## src/rtl/batrider_snd_host_if.sv

```systemverilog
// batrider_snd_host_if: 68000-side end of the main/sound CPU mailbox.
// Owns the command/parameter latches, strobes the sound block, holds DTACK while the
// Z80 has not cleared WAIT, reads back the reply latches and latches SNDIRQ for the 68k.
module batrider_snd_host_if #(
    parameter int unsigned STROBE_CYC  = 4,
    parameter int unsigned ARM_CYC     = 8,
    parameter int unsigned TIMEOUT_CYC = 9600
) (
    input  logic       i_clk96,
    input  logic       i_reset96_n,
    input  logic       i_cpu_cs,
    input  logic       i_cpu_rnw,
    input  logic [2:0] i_cpu_a,
    input  logic [7:0] i_cpu_din,
    output logic [7:0] o_cpu_dout,
    output logic       o_cpu_dtack_n,
    output logic       o_snd_cs,
    input  logic       i_snd_wait,
    input  logic       i_snd_irq,
    output logic [7:0] o_soundlatch,
    output logic [7:0] o_soundlatch2,
    input  logic [7:0] i_soundlatch3,
    input  logic [7:0] i_soundlatch4,
    output logic       o_irq_n,
    output logic       o_timeout
);

    localparam logic [15:0] STROBE_LAST  = 16'(STROBE_CYC - 1);
    localparam logic [15:0] ARM_LAST     = 16'(ARM_CYC - 1);
    localparam logic [15:0] TIMEOUT_LAST = 16'(TIMEOUT_CYC - 1);

    typedef enum logic [1:0] {StIdle, StStrobe, StArm, StHold} state_t;

    state_t      r_state, w_state_d;
    logic [15:0] r_cnt, w_cnt_d;
    logic        r_cs_q, r_pend, r_dtack_n;
    logic [7:0]  r_dout, r_latch, r_latch2;
    logic        r_irq_s1, r_irq_s2, r_irq_s3, r_irq_pend, r_timeout;

    logic        w_cs_rise, w_busy, w_latch_wr, w_exec, w_wr, w_start;
    logic        w_irq_rise, w_irq_clr, w_to_set, w_to_clr;
    logic [7:0]  w_rdata;

    assign w_cs_rise  = i_cpu_cs & ~r_cs_q;
    assign w_busy     = (r_state != StIdle);
    assign w_latch_wr = ~i_cpu_rnw & ((i_cpu_a == 3'd0) | (i_cpu_a == 3'd1));
    // A pending access runs unless it would overwrite a latch mid-handshake.
    assign w_exec     = r_pend & i_cpu_cs & ~(w_latch_wr & w_busy);
    assign w_wr       = w_exec & ~i_cpu_rnw;
    assign w_start    = w_wr & (i_cpu_a == 3'd1);
    assign w_irq_rise = r_irq_s2 & ~r_irq_s3;
    assign w_irq_clr  = (w_wr & (i_cpu_a == 3'd5) & i_cpu_din[0])
                      | (w_exec & i_cpu_rnw & (i_cpu_a == 3'd2));
    assign w_to_clr   = w_wr & (i_cpu_a == 3'd5) & i_cpu_din[1];

    // Read data mux for the register map.
    always_comb begin
        w_rdata = 8'hFF;
        case (i_cpu_a)
            3'd2:    w_rdata = i_soundlatch3;
            3'd3:    w_rdata = i_soundlatch4;
            3'd4:    w_rdata = {6'b0, r_timeout, w_busy};
            default: w_rdata = 8'hFF;
        endcase
    end

    // Access tracking: CS edge detect, pending access, DTACK and read data.
    always_ff @(posedge i_clk96 or negedge i_reset96_n) begin
        if (!i_reset96_n) begin
            r_cs_q    <= 1'b0;
            r_pend    <= 1'b0;
            r_dtack_n <= 1'b1;
            r_dout    <= 8'hFF;
        end else begin
            r_cs_q <= i_cpu_cs;
            if (!i_cpu_cs)      r_pend <= 1'b0;
            else if (w_cs_rise) r_pend <= 1'b1;
            else if (w_exec)    r_pend <= 1'b0;
            if (!i_cpu_cs)      r_dtack_n <= 1'b1;
            else if (w_exec)    r_dtack_n <= 1'b0;
            if (w_exec & i_cpu_rnw) r_dout <= w_rdata;
        end
    end

    // Command and parameter latches towards the Z80.
    always_ff @(posedge i_clk96 or negedge i_reset96_n) begin
        if (!i_reset96_n) begin
            r_latch  <= 8'h00;
            r_latch2 <= 8'h00;
        end else begin
            if (w_wr & (i_cpu_a == 3'd0)) r_latch <= i_cpu_din;
            if (w_start)                  r_latch2 <= i_cpu_din;
        end
    end

    // Handshake state and per-state cycle counter.
    always_ff @(posedge i_clk96 or negedge i_reset96_n) begin
        if (!i_reset96_n) begin
            r_state <= StIdle;
            r_cnt   <= 16'd0;
        end else begin
            r_state <= w_state_d;
            r_cnt   <= w_cnt_d;
        end
    end

    // Handshake next state; the counter restarts on every state entry.
    always_comb begin
        w_state_d = r_state;
        w_cnt_d   = r_cnt + 16'd1;
        w_to_set  = 1'b0;
        case (r_state)
            StIdle: begin
                w_cnt_d = 16'd0;
                if (w_start) w_state_d = StStrobe;
            end
            StStrobe: begin
                if (r_cnt == STROBE_LAST) begin
                    w_state_d = StArm;
                    w_cnt_d   = 16'd0;
                end
            end
            StArm: begin
                if (i_snd_wait) begin
                    w_state_d = StHold;
                    w_cnt_d   = 16'd0;
                end else if (r_cnt == ARM_LAST) begin
                    // Z80 already cleared WAIT before we saw it: not an error.
                    w_state_d = StIdle;
                    w_cnt_d   = 16'd0;
                end
            end
            StHold: begin
                if (!i_snd_wait) begin
                    w_state_d = StIdle;
                    w_cnt_d   = 16'd0;
                end else if (r_cnt == TIMEOUT_LAST) begin
                    w_state_d = StIdle;
                    w_cnt_d   = 16'd0;
                    w_to_set  = 1'b1;
                end
            end
            default: begin
                w_state_d = StIdle;
                w_cnt_d   = 16'd0;
            end
        endcase
    end

    // SNDIRQ synchroniser, pending interrupt and sticky timeout; set beats clear.
    always_ff @(posedge i_clk96 or negedge i_reset96_n) begin
        if (!i_reset96_n) begin
            r_irq_s1   <= 1'b0;
            r_irq_s2   <= 1'b0;
            r_irq_s3   <= 1'b0;
            r_irq_pend <= 1'b0;
            r_timeout  <= 1'b0;
        end else begin
            r_irq_s1 <= i_snd_irq;
            r_irq_s2 <= r_irq_s1;
            r_irq_s3 <= r_irq_s2;
            if (w_irq_rise)     r_irq_pend <= 1'b1;
            else if (w_irq_clr) r_irq_pend <= 1'b0;
            if (w_to_set)       r_timeout <= 1'b1;
            else if (w_to_clr)  r_timeout <= 1'b0;
        end
    end

    assign o_cpu_dout    = r_dout;
    assign o_cpu_dtack_n = r_dtack_n;
    assign o_snd_cs      = (r_state == StStrobe);
    assign o_soundlatch  = r_latch;
    assign o_soundlatch2 = r_latch2;
    assign o_irq_n       = ~r_irq_pend;
    assign o_timeout     = r_timeout;

endmodule
```

## config.mk

```make
export PLATFORM = sky130hd
export DESIGN_NAME = batrider_snd_host_if
export DESIGN_NICKNAME = d
export VERILOG_FILES = /design/src/rtl/batrider_snd_host_if.sv
export SDC_FILE = /design/constraint.sdc
export NUM_CORES = 1
export LEC_CHECK = 0
export ABC_AREA = 1
export ABC_CLOCK_PERIOD_IN_PS = 2930
export BUFFER_PORTS_ARGS = -buffer_cell sky130_fd_sc_hd__buf_2
export CAP_MARGIN = 20
export CORE_MARGIN = 1.5
export CORE_UTILIZATION = 40
export CTS_BUF_LIST = sky130_fd_sc_hd__clkbuf_2 sky130_fd_sc_hd__clkbuf_4 sky130_fd_sc_hd__clkbuf_8
export CTS_CLUSTER_DIAMETER = 100
export DETAILED_ROUTE_END_ITERATION = 16
export GPL_ROUTABILITY_DRIVEN = 0
export PLACE_DENSITY_LB_ADDON = 0.25
export SETUP_SLACK_MARGIN = 0.4
export SKIP_CTS_REPAIR_TIMING = 1
export SYNTH_ARGS = -nofsm -noshare
export SYNTH_HDL_FRONTEND = slang
export SYNTH_SLANG_ARGS = --single-unit
```

## constraint.sdc

```tcl
create_clock -name i_clk96 -period 2.93 [get_ports i_clk96]
set_input_delay 0.7325 -clock i_clk96 [delete_from_list [all_inputs] [get_ports i_clk96]]
set_output_delay 0.7325 -clock i_clk96 [all_outputs]
set_load 0.02 [all_outputs]
```

==> impl_metrics.ini, run 1 <==
[sta]
hold_violations = 0
fin_ws_ns = 1.009
period_share = 0.6555
tns_ns = 0
rsz0062_at_grt = no
slew_violations = 0
setup_viol = 0
worstMarginPinSlew_ns = 0.4956
maxSlewHeadroom = 0.6696
timing.fmax_mhz = 520.6
layout_min_cycle_time_ns = 1.921
fin_skew_ns = 0.009689

[final_layout]
layout-drive-gt1-share = 0.3201
area_delta_synth_final_pct = 18.88
stdcell_area_um2 = 2978
final_cell_mix = 72 x nand2_1, 60 x buf_2, 41 x dfrtp_1
num-nets-final = 386
mostFrequentLayoutCell = nand2_1
diodes = 0

[routing]
routed_wirelength_mm = 5.076
routedWlPerCell_um = 11.86
antenna_left = 0
drc = 0
drt_first_pass_iters = 4
vias_per_cell = 4.769
drt-initial-drc-count = 124
via_count = 2041

[worst_setup_path]
path_cells = nor2_1 -> buf_2
startpoint_type = flip-flop
crit_path_top_delay_cell = dfrtp_1
worstPathRequired_ns = 2.20
cp_max_fo = 5
crit_arrival_ns = 1.19
end_kind = output port
cp_slowest_stage_delay_ns = 0.44
crit_type = flip-flop to output port

[clock_network]
htree_levels = 2
cts_root_buf = clkbuf_8
cts.sinks = 50
cts_buffers = 5
clockBufferDepth = 2
clk_latency_ns = 0.31
cts.reportedPaths.clkPinSlew_ns = 0.10
cts_tree = built

[placed_design]
portBuffers = 60
post_dp_cell_area_um2 = 2878
hpwl_mm = 3.869
dp_worst_setup_slack_ns = 0.8842

[synthesis]
ys_ff_latch = 50
netlist_area_um2 = 2505
synth_cell_type_count = 33
synth_ff_type = dfrtp_1
synth_edf_count = 0
syn_inst = 286
ys_seq_area_frac = 0.5040
yosysWarnings = 0
synth_nets = 320
async_reset_ff_frac = 1.000
avgSynthCellArea_um2 = 8.758

[global_routing]
grt_pass1_vias = 1874
overflow = 0
grt_max_degree = 22
antenna_found_initial = 0
grt_pass1_wl_mm = 8.148
grt_use_total = 0.1626

[die]
die_area_um2 = 6746
die_h_um = 82.14
die_w_um = 82.14
rows = 28
boundaryPins = 61
initial_core_util = 0.4181
core_area_um2 = 5991

[pwr]
cellPowerDensity_nw_per_um2 = 598.1
leakage_nw = 1.506
ir_worst_vdd_v = 0.0002947

[status]
status = finished, final reports clean

[job]
max_cap_violations = 0

[hold_path]
hold_path_class = flip-flop to flip-flop
[worst paths after layout]
kind / from / to / slack (ns) / cells after the start
worst max-delay path: r_state[1] / o_snd_cs / 1.01 / 2
worst max register to register: r_cnt[0] / r_cnt[14] / 1.25 / 8
min in group asynchronous: i_reset96_n / r_cs_q / 0.38 / 1
worst min register to register: r_irq_s1 / r_irq_s2 / 0.36 / 0
max in group asynchronous: i_reset96_n / o_cpu_dout[1] / 1.85 / 2
worst min-delay path: r_irq_s1 / r_irq_s2 / 0.36 / 0
[layer usage]
metal | vias up | share of wire | GRT usage
li1 | 1050 | - | -
met1 | 928 | 0.46 | 0.2060
met2 | 56 | 0.46 | 0.2664
met3 | 7 | 0.053 | 0.03516
met4 | 0 | 0.020 | 0.07288
met5 | - | 0 | 0
[power by group]
group	total, mW	switching (mW)	internal, mW	leakage, nW
combinational	0.501	0.332	0.168	0.818
clock	0.431	0.237	0.195	0.0514
sequential	0.849	0.0547	0.794	0.637
[critical path: cells and delay by family, from the launching register on]
| kind | cells | cell delay, ns |
|---|---|---|
| buf+inv | 1 | 0.21 |
| flops | 1 | 0.44 |
| simple gates | 1 | 0.23 |
[through the flow]
stage | power, mW | utilization | instances | hold slack (ns)
2_1_floorplan | 1.241 | - | 286 | 0.3312
4_1_cts | 1.809 | 0.4971 | 428 | 0.3629
6_report | 1.781 | 0.4971 | 428 | 0.3615
3_5_place_dp | 1.368 | 0.4804 | 420 | 0.3403
3_3_place_gp | 1.362 | 0.4804 | 420 | 0.3377
5_1_grt | 1.899 | 0.4971 | 428 | 0.3640
[cell usage after synthesis (2+ instances only)]
cell	instances	share of area
a22oi_1	4	0.012
a2bb2oi_1	4	0.014
dfrtp_1	41	0.41
dfstp_2	9	0.094
inv_1	35	0.052
nand2_1	72	0.11
nand2_2	2	0.0050
nand3_1	13	0.026
nand3_2	4	0.016
nand4_2	2	0.010
nor2_1	31	0.046
nor2_2	14	0.035
nor3_1	3	0.0060
o21a_1	3	0.0090
o21ai_0	13	0.026
o21ai_2	8	0.028
o21bai_1	2	0.0060
o22a_1	2	0.0070
o22ai_1	3	0.0075
xnor2_1	3	0.010
xor2_1	6	0.021
[flip-flops by register name, summed over array words and instances, names as in the netlist]
register and cells:
r_irq_s1 1, r_cnt 16, o_timeout 1, r_irq_s3 1
r_irq_s2 1, r_pend 1, o_soundlatch 8, r_cs_q 1
o_cpu_dtack_n 1, r_state 2, o_soundlatch2 8, o_cpu_dout 8
r_irq_pend 1
[layout make-up]
cell class | count | area (um2)
fillers | 574 | 3013
inverters | 36 | 137.6
repair buffers | 62 | 315.3
multi-input cells | 197 | 1069
well taps | 75 | 93.84
clock inverters | 2 | 17.52
clock buffers | 6 | 82.58
flip-flops and latches | 50 | 1262
[logic make-up (layout without fill, tap and decap cells)]
kind of cell / after synthesis / count (layout) / synth area share
simple gates: 145 / 145 / 0.2742
compound gates: 42 / 42 / 0.1159
fa+ha+maj: 1 / 1 / 0.004994
flops: 50 / 50 / 0.5040
buf+inv: 39 / 106 / 0.06943
xor+xnor: 9 / 9 / 0.03147
No activity file was read; power rests on OpenSTA's default activity.
==> inputs of run 2 (changes only) <==
ABC_AREA = 0   (was 1)
ABC_CLOCK_PERIOD_IN_PS = 1900   (was 2930)
clock period = 1.9 ns   (was 2.93 ns; I/O delays follow)
==> run 2 against run 1 <==
Non-clock buffer count rose by 23. Via count fell by 5.6%. Final cell count down 13%. Critical endpoint is now r_state[1]. Cell area is 6.6% higher. Largest power group unchanged. Die area fell by 4.1%.
==> impl_metrics.ini, run 2 <==
[worst_setup_path]
cp_max_fo = 3
worstSetupStartpoint = r_cnt[12]
end_kind = flip-flop
reg2reg_depth = 4
path_buf_inv = 0
rr_endpoint = r_state[1]
path_cells = or4_4 -> nand4b_1 -> or4_4 -> nand3_2
crit_arrival_ns = 2.13
cp_slowest_stage_delay_ns = 0.56
startpoint_type = flip-flop
timing.rr.start = r_cnt[12]
r2r_slack_ns = 0.007
crit_path_top_delay_cell = or4_4
cp_top_family = simple AND/OR/NAND/NOR gates
cp_common_cell = or4_4
crit_path_end = r_state[1]
crit_type = flip-flop to flip-flop
cp.depth = 4
worstPathRequired_ns = 2.14

[global_routing]
grt_pass1_wl_mm = 8.252
grt_use_total = 0.1658
overflow = 0
grt_max_degree = 51
grt_pass1_vias = 1751
antenna_found_initial = 0

[pwr]
seq_power_share = 0.435
switching_power_mw = 1.008
finalPower_mw = 3.080
clockPowerShare = 0.220
internal-power_mw = 2.072
leakage_nw = 1.443
power_switching_share = 0.3273
pwr-share-comb = 0.345
cellPowerDensity_nw_per_um2 = 969.9
ir_worst_vdd_v = 0.0004230

[hold_path]
hold_path_class = input pin to async pin

[sta]
hold_violations = 0
setup_viol = 0
worstMarginPinSlew_ns = 0.3360
rsz0062_at_grt = yes
period_share = 0.9961
timing.fmax_mhz = 528.4
fin_ws_ns = 0.007456
fin_skew_ns = 0.003089
slew_violations = 0
whs_ns = 0.1489
maxSlewHeadroom = 0.7760
tns_ns = 0
layout_min_cycle_time_ns = 1.893

[clock_network]
htree_levels = 2
cts_buffers = 5
cts.sinks = 50
cts_tree = built
cts_root_buf = clkbuf_8
clockBufferDepth = 2
clk_latency_ns = 0.29
cts.reportedPaths.clkPinSlew_ns = 0.09

[routing]
drt-initial-drc-count = 74
drt_first_pass_iters = 4
vias_per_cell = 5.177
antenna_left = 0
routedWlPerCell_um = 14.45
drc = 0
routed_wirelength_mm = 5.376
via_count = 1926

[synthesis]
async_reset_ff_frac = 1.000
synth_edf_count = 0
ys_ff_latch = 50
synth_ff_type = dfrtp_1
synthTopCellsByCount = 41 x dfrtp_1, 16 x mux2_2, 16 x nand2_1
avgSynthCellArea_um2 = 11.25
netlist_area_um2 = 2397
synth.area.top_cells = dfrtp_1 43%, dfstp_2 9.9%, mux2_2 7.5%
synth_cell_type_count = 45
synth_nets = 247
ys_seq_area_frac = 0.5266
yosysTopAreaCellShare = 0.4280
syn_inst = 213
synth_area_leader_cell = dfrtp_1
yosysWarnings = 0
yosysMostFrequentCell = dfrtp_1

[placed_design]
dpl.cell_count = 355
hpwl_mm = 3.771
dp_worst_setup_slack_ns = 0.02933
portBuffers = 60

[die]
initial_core_util = 0.4098
boundaryPins = 61
die_w_um = 80.42
rows = 28
die_area_um2 = 6467
die_h_um = 80.42
core_area_um2 = 5851

[final_layout]
final_cell_mix = 59 x buf_2, 40 x dfrtp_1, 19 x buf_4
final-instance-count-excl-fill = 372
largest_register_ffs = 16
regMostFlops = r_cnt
area_delta_synth_final_pct = 32.46
num-nets-final = 330
layout-drive-gt1-share = 0.4781
diodes = 0
mostFrequentLayoutCell = buf_2

[status]
status = finished, final reports clean

[job]
max_cap_violations = 0
[run 2: cell count changes after synthesis, sizes merged, moves of 5 or more]
cell / delta
nand2: -58
nor2: -37
inv: -27
mux2: +16
a31oi: +13
o21ai: -9
nand3: -8
xnor2: +7
clkbuf: +5
o22ai: +5
[run 2: per-stage QoR]
stage / cell area [um2] / util
floorplan: 2462 / -
global placement: 2944 / 0.5032
detailed placement: 2944 / 0.5032
CTS: 3049 / 0.5212
global route: 3176 / 0.5428
finish: 3176 / 0.5428
[run 2: how the worst min path moves through the flow]
stage	endpoint	depth (start not counted)	slack [ns]	from
after global placement	r_irq_s2	0	0.33	r_irq_s1
after global routing	r_cs_q	2	0.16	i_reset96_n
final	r_cs_q	2	0.15	i_reset96_n
after floorplan	o_soundlatch2[0]	0	0.18	i_reset96_n
after detailed placement	r_irq_s2	0	0.34	r_irq_s1
after CTS	o_soundlatch2[3]	2	0.16	i_reset96_n
[run 2: routing by layer]
metal  up-vias  GRT usage  wire length, um
li1        943          -                -
met3         4    0.03182              251
met5         -          0                0
met4         0    0.05517               34
met2        48     0.2748             2648
met1       931     0.2168             2441
[run 2: cell families (layout without fill, tap and decap cells)]
kind of cell	Yosys count	count (layout)	share of synthesized area
AND/OR/NAND/NOR	65	65	0.1456
buffers and inverters	18	102	0.04436
AO/OA/AOI/OAI	51	51	0.1592
flip-flops	50	50	0.5266
multiplexers	16	16	0.07516
adder cells (fa/ha/maj)	1	1	0.005218
XOR/XNOR	12	12	0.04384
[run 2: final cells by class]
cell class	instances	area, um2
multi-input cells	145	1119
clock buffers	7	96.34
flip-flops and latches	50	1264
repair buffers	85	560.5
well taps	75	93.84
clock inverters	1	8.758
fillers	504	2675
inverters	9	33.78
[run 2: power by group through the flow]
stage,Combinational [mW],Sequential (mW),Clock [mW]
detailed placement,0.909,1.36,0
global route,1.14,1.36,0.737
floorplan,0.448,1.48,0
finish,1.06,1.34,0.678
global placement,0.891,1.35,0
CTS,0.909,1.34,0.704
==> inputs of run 3 (changes only) <==
GPL_ROUTABILITY_DRIVEN = not set   (was 0)
GPL_TIMING_DRIVEN = 0   (was not set)
REMOVE_ABC_BUFFERS = 1   (was not set)
==> run 3 against run 2 <==
The run now ends with setup timing left. Register-to-register slack got worse by 0.14 ns. Wire length decreased by 0.15%. Final cell count decreased by 2.7%. Critical endpoint is now r_cnt[2]. Power increased by 1.6%. Cell area decreased by 0.95%. Count of clock-buffer cells in the layout decreased by 2. Flip-flop and latch count unchanged. Critical path depth increased by 1. Via count increased by 0.31%. Fmax decreased by 6.7%. Global-route usage decreased by 0.76 points. Highest routed layer unchanged.
==> impl_metrics.ini, run 3 (synthesis gave the netlist of run 2 again) <==
[worst_setup_path]
startpoint_type = flip-flop
timing.rr.start = r_cnt[12]
worstPathRequired_ns = 2.08
r2r_slack_ns = -0.13
end_kind = flip-flop
crit_type = flip-flop to flip-flop
cp_max_fo = 7
rr_endpoint = r_cnt[2]
reg2reg_depth = 5
crit_arrival_ns = 2.21

[routing]
route.met2.wl_mm = 2.597
met3_length_um = 231
drt_first_pass_iters = 4
routedWlPerCell_um = 14.83
antenna_left = 0
via_count = 1932
vias_per_cell = 5.337
routed_wirelength_mm = 5.368
drc = 0
wl_met1_mm = 2.462
routed.top_layer = met4
drt-initial-drc-count = 78

[sta]
period_share = 1.067
hold_violations = 0
slew_violations = 0
layout_min_cycle_time_ns = 2.028
fin_skew_ns = 0.005047
maxSlewHeadroom = 0.6556
fin_ws_ns = -0.1280
timing.fmax_mhz = 493.1
rsz0062_at_grt = yes
tns_ns = -1.897
worstMarginPinSlew_ns = 0.5167
setup_viol = 19

[status]
status = complete, but fails checks
violations = setup timing

[final_layout]
fin_util = 0.5376
area_delta_synth_final_pct = 31.21
diodes = 0
stdcell_area_um2 = 3146
mostFrequentLayoutCell = buf_2
regMostFlops = r_cnt
final_cell_mix = 56 x buf_2, 40 x dfrtp_1, 14 x nand2_1
largest_register_ffs = 16
layout-drive-gt1-share = 0.4530
num-nets-final = 320
fill_cells = 511

[global_routing]
grt_pass1_vias = 1729
overflow = 0
grt_use_total = 0.1581
grt_pass1_wl_mm = 7.941
grt_max_degree = 51
antenna_found_initial = 0

[pwr]
cellPowerDensity_nw_per_um2 = 994.5
leakage_nw = 1.406
finalPower_mw = 3.128
ir_worst_vdd_v = 0.0004289

[clock_network]
cts_buffers = 5
htree_levels = 2
cts_tree = built
cts_root_buf = clkbuf_8
cts.sinks = 50
clk_latency_ns = 0.30
clockBufferDepth = 2
cts.reportedPaths.clkPinSlew_ns = 0.09

[placed_design]
globalplace.congestion = 0.7725
dp_worst_setup_slack_ns = -0.4605
portBuffers = 60
hpwl_mm = 3.294
post_dp_cell_area_um2 = 2719

[job]
max_cap_violations = 0

[die]
die_h_um = 80.42
rows = 28
core_area_um2 = 5851
initial_core_util = 0.4098
boundaryPins = 61
die_w_um = 80.42
die_area_um2 = 6467

[hold_path]
hold_path_class = input pin to async pin
run 3: cell types whose count changed in the layout (fill, tap and decap cells not counted), moves of 2 or more:
| cell | delta |
|---|---|
| buf_2 | -3 |
| buf_4 | -8 |
| clkbuf_8 | -2 |
| clkinvlp_4 | +2 |
| nand2b_4 | +2 |
run 3: how the worst max path moves through the flow:
stage          startpoint         to  slack [ns]
3_3_place_gp     r_cnt[7]  r_cnt[13]       -0.47
4_1_cts          r_cnt[7]  r_cnt[13]       -0.48
6_report        r_cnt[12]   r_cnt[2]       -0.13
3_5_place_dp     r_cnt[7]  r_cnt[13]       -0.46
2_1_floorplan    r_cnt[7]  r_cnt[13]       -0.16
5_1_grt         r_cnt[12]  r_cnt[13]       -0.19
run 3: area by class of cell:
class,count,area [um2],area share
repair buffers,74,490.5,0.1559
inverters,9,33.78,0.01074
flip-flops and latches,50,1264,0.4017
clock buffers,5,68.82,0.02188
multi-input cells,146,1150,0.3656
well taps,75,93.84,0.02983
clock inverters,3,45.04,0.01432
run 3: per-stage QoR:
step | std cells | hold slack [ns]
global placement | 339 | 0.3331
detailed placement | 339 | 0.3378
global route | 362 | 0.1536
finish | 362 | 0.1366
floorplan | 204 | 0.1794
CTS | 347 | 0.2630
run 3: power breakdown:
| part | switching [mW] | internal (mW) | total, mW |
|---|---|---|---|
| Sequential | 0.110 | 1.24 | 1.35 |
| Combinational | 0.552 | 0.470 | 1.02 |
| Clock | 0.361 | 0.392 | 0.753 |
| Total | 1.02 | 2.10 | 3.13 |
run 3: metal layers:
layer  global-route usage  up-vias
li1                     -      928
met1               0.2135      951
met2               0.2563       46
met3              0.03182        7
met4              0.04655        0
met5                    0        -
run 3: worst max-delay path: stages, from the launching register on:
cell and delay, ns:
dfrtp_1 0.43, or4_4 0.55, nand4b_1 0.33, o21ai_4 0.31, clkbuf_16 0.21, a31oi_2 0.08
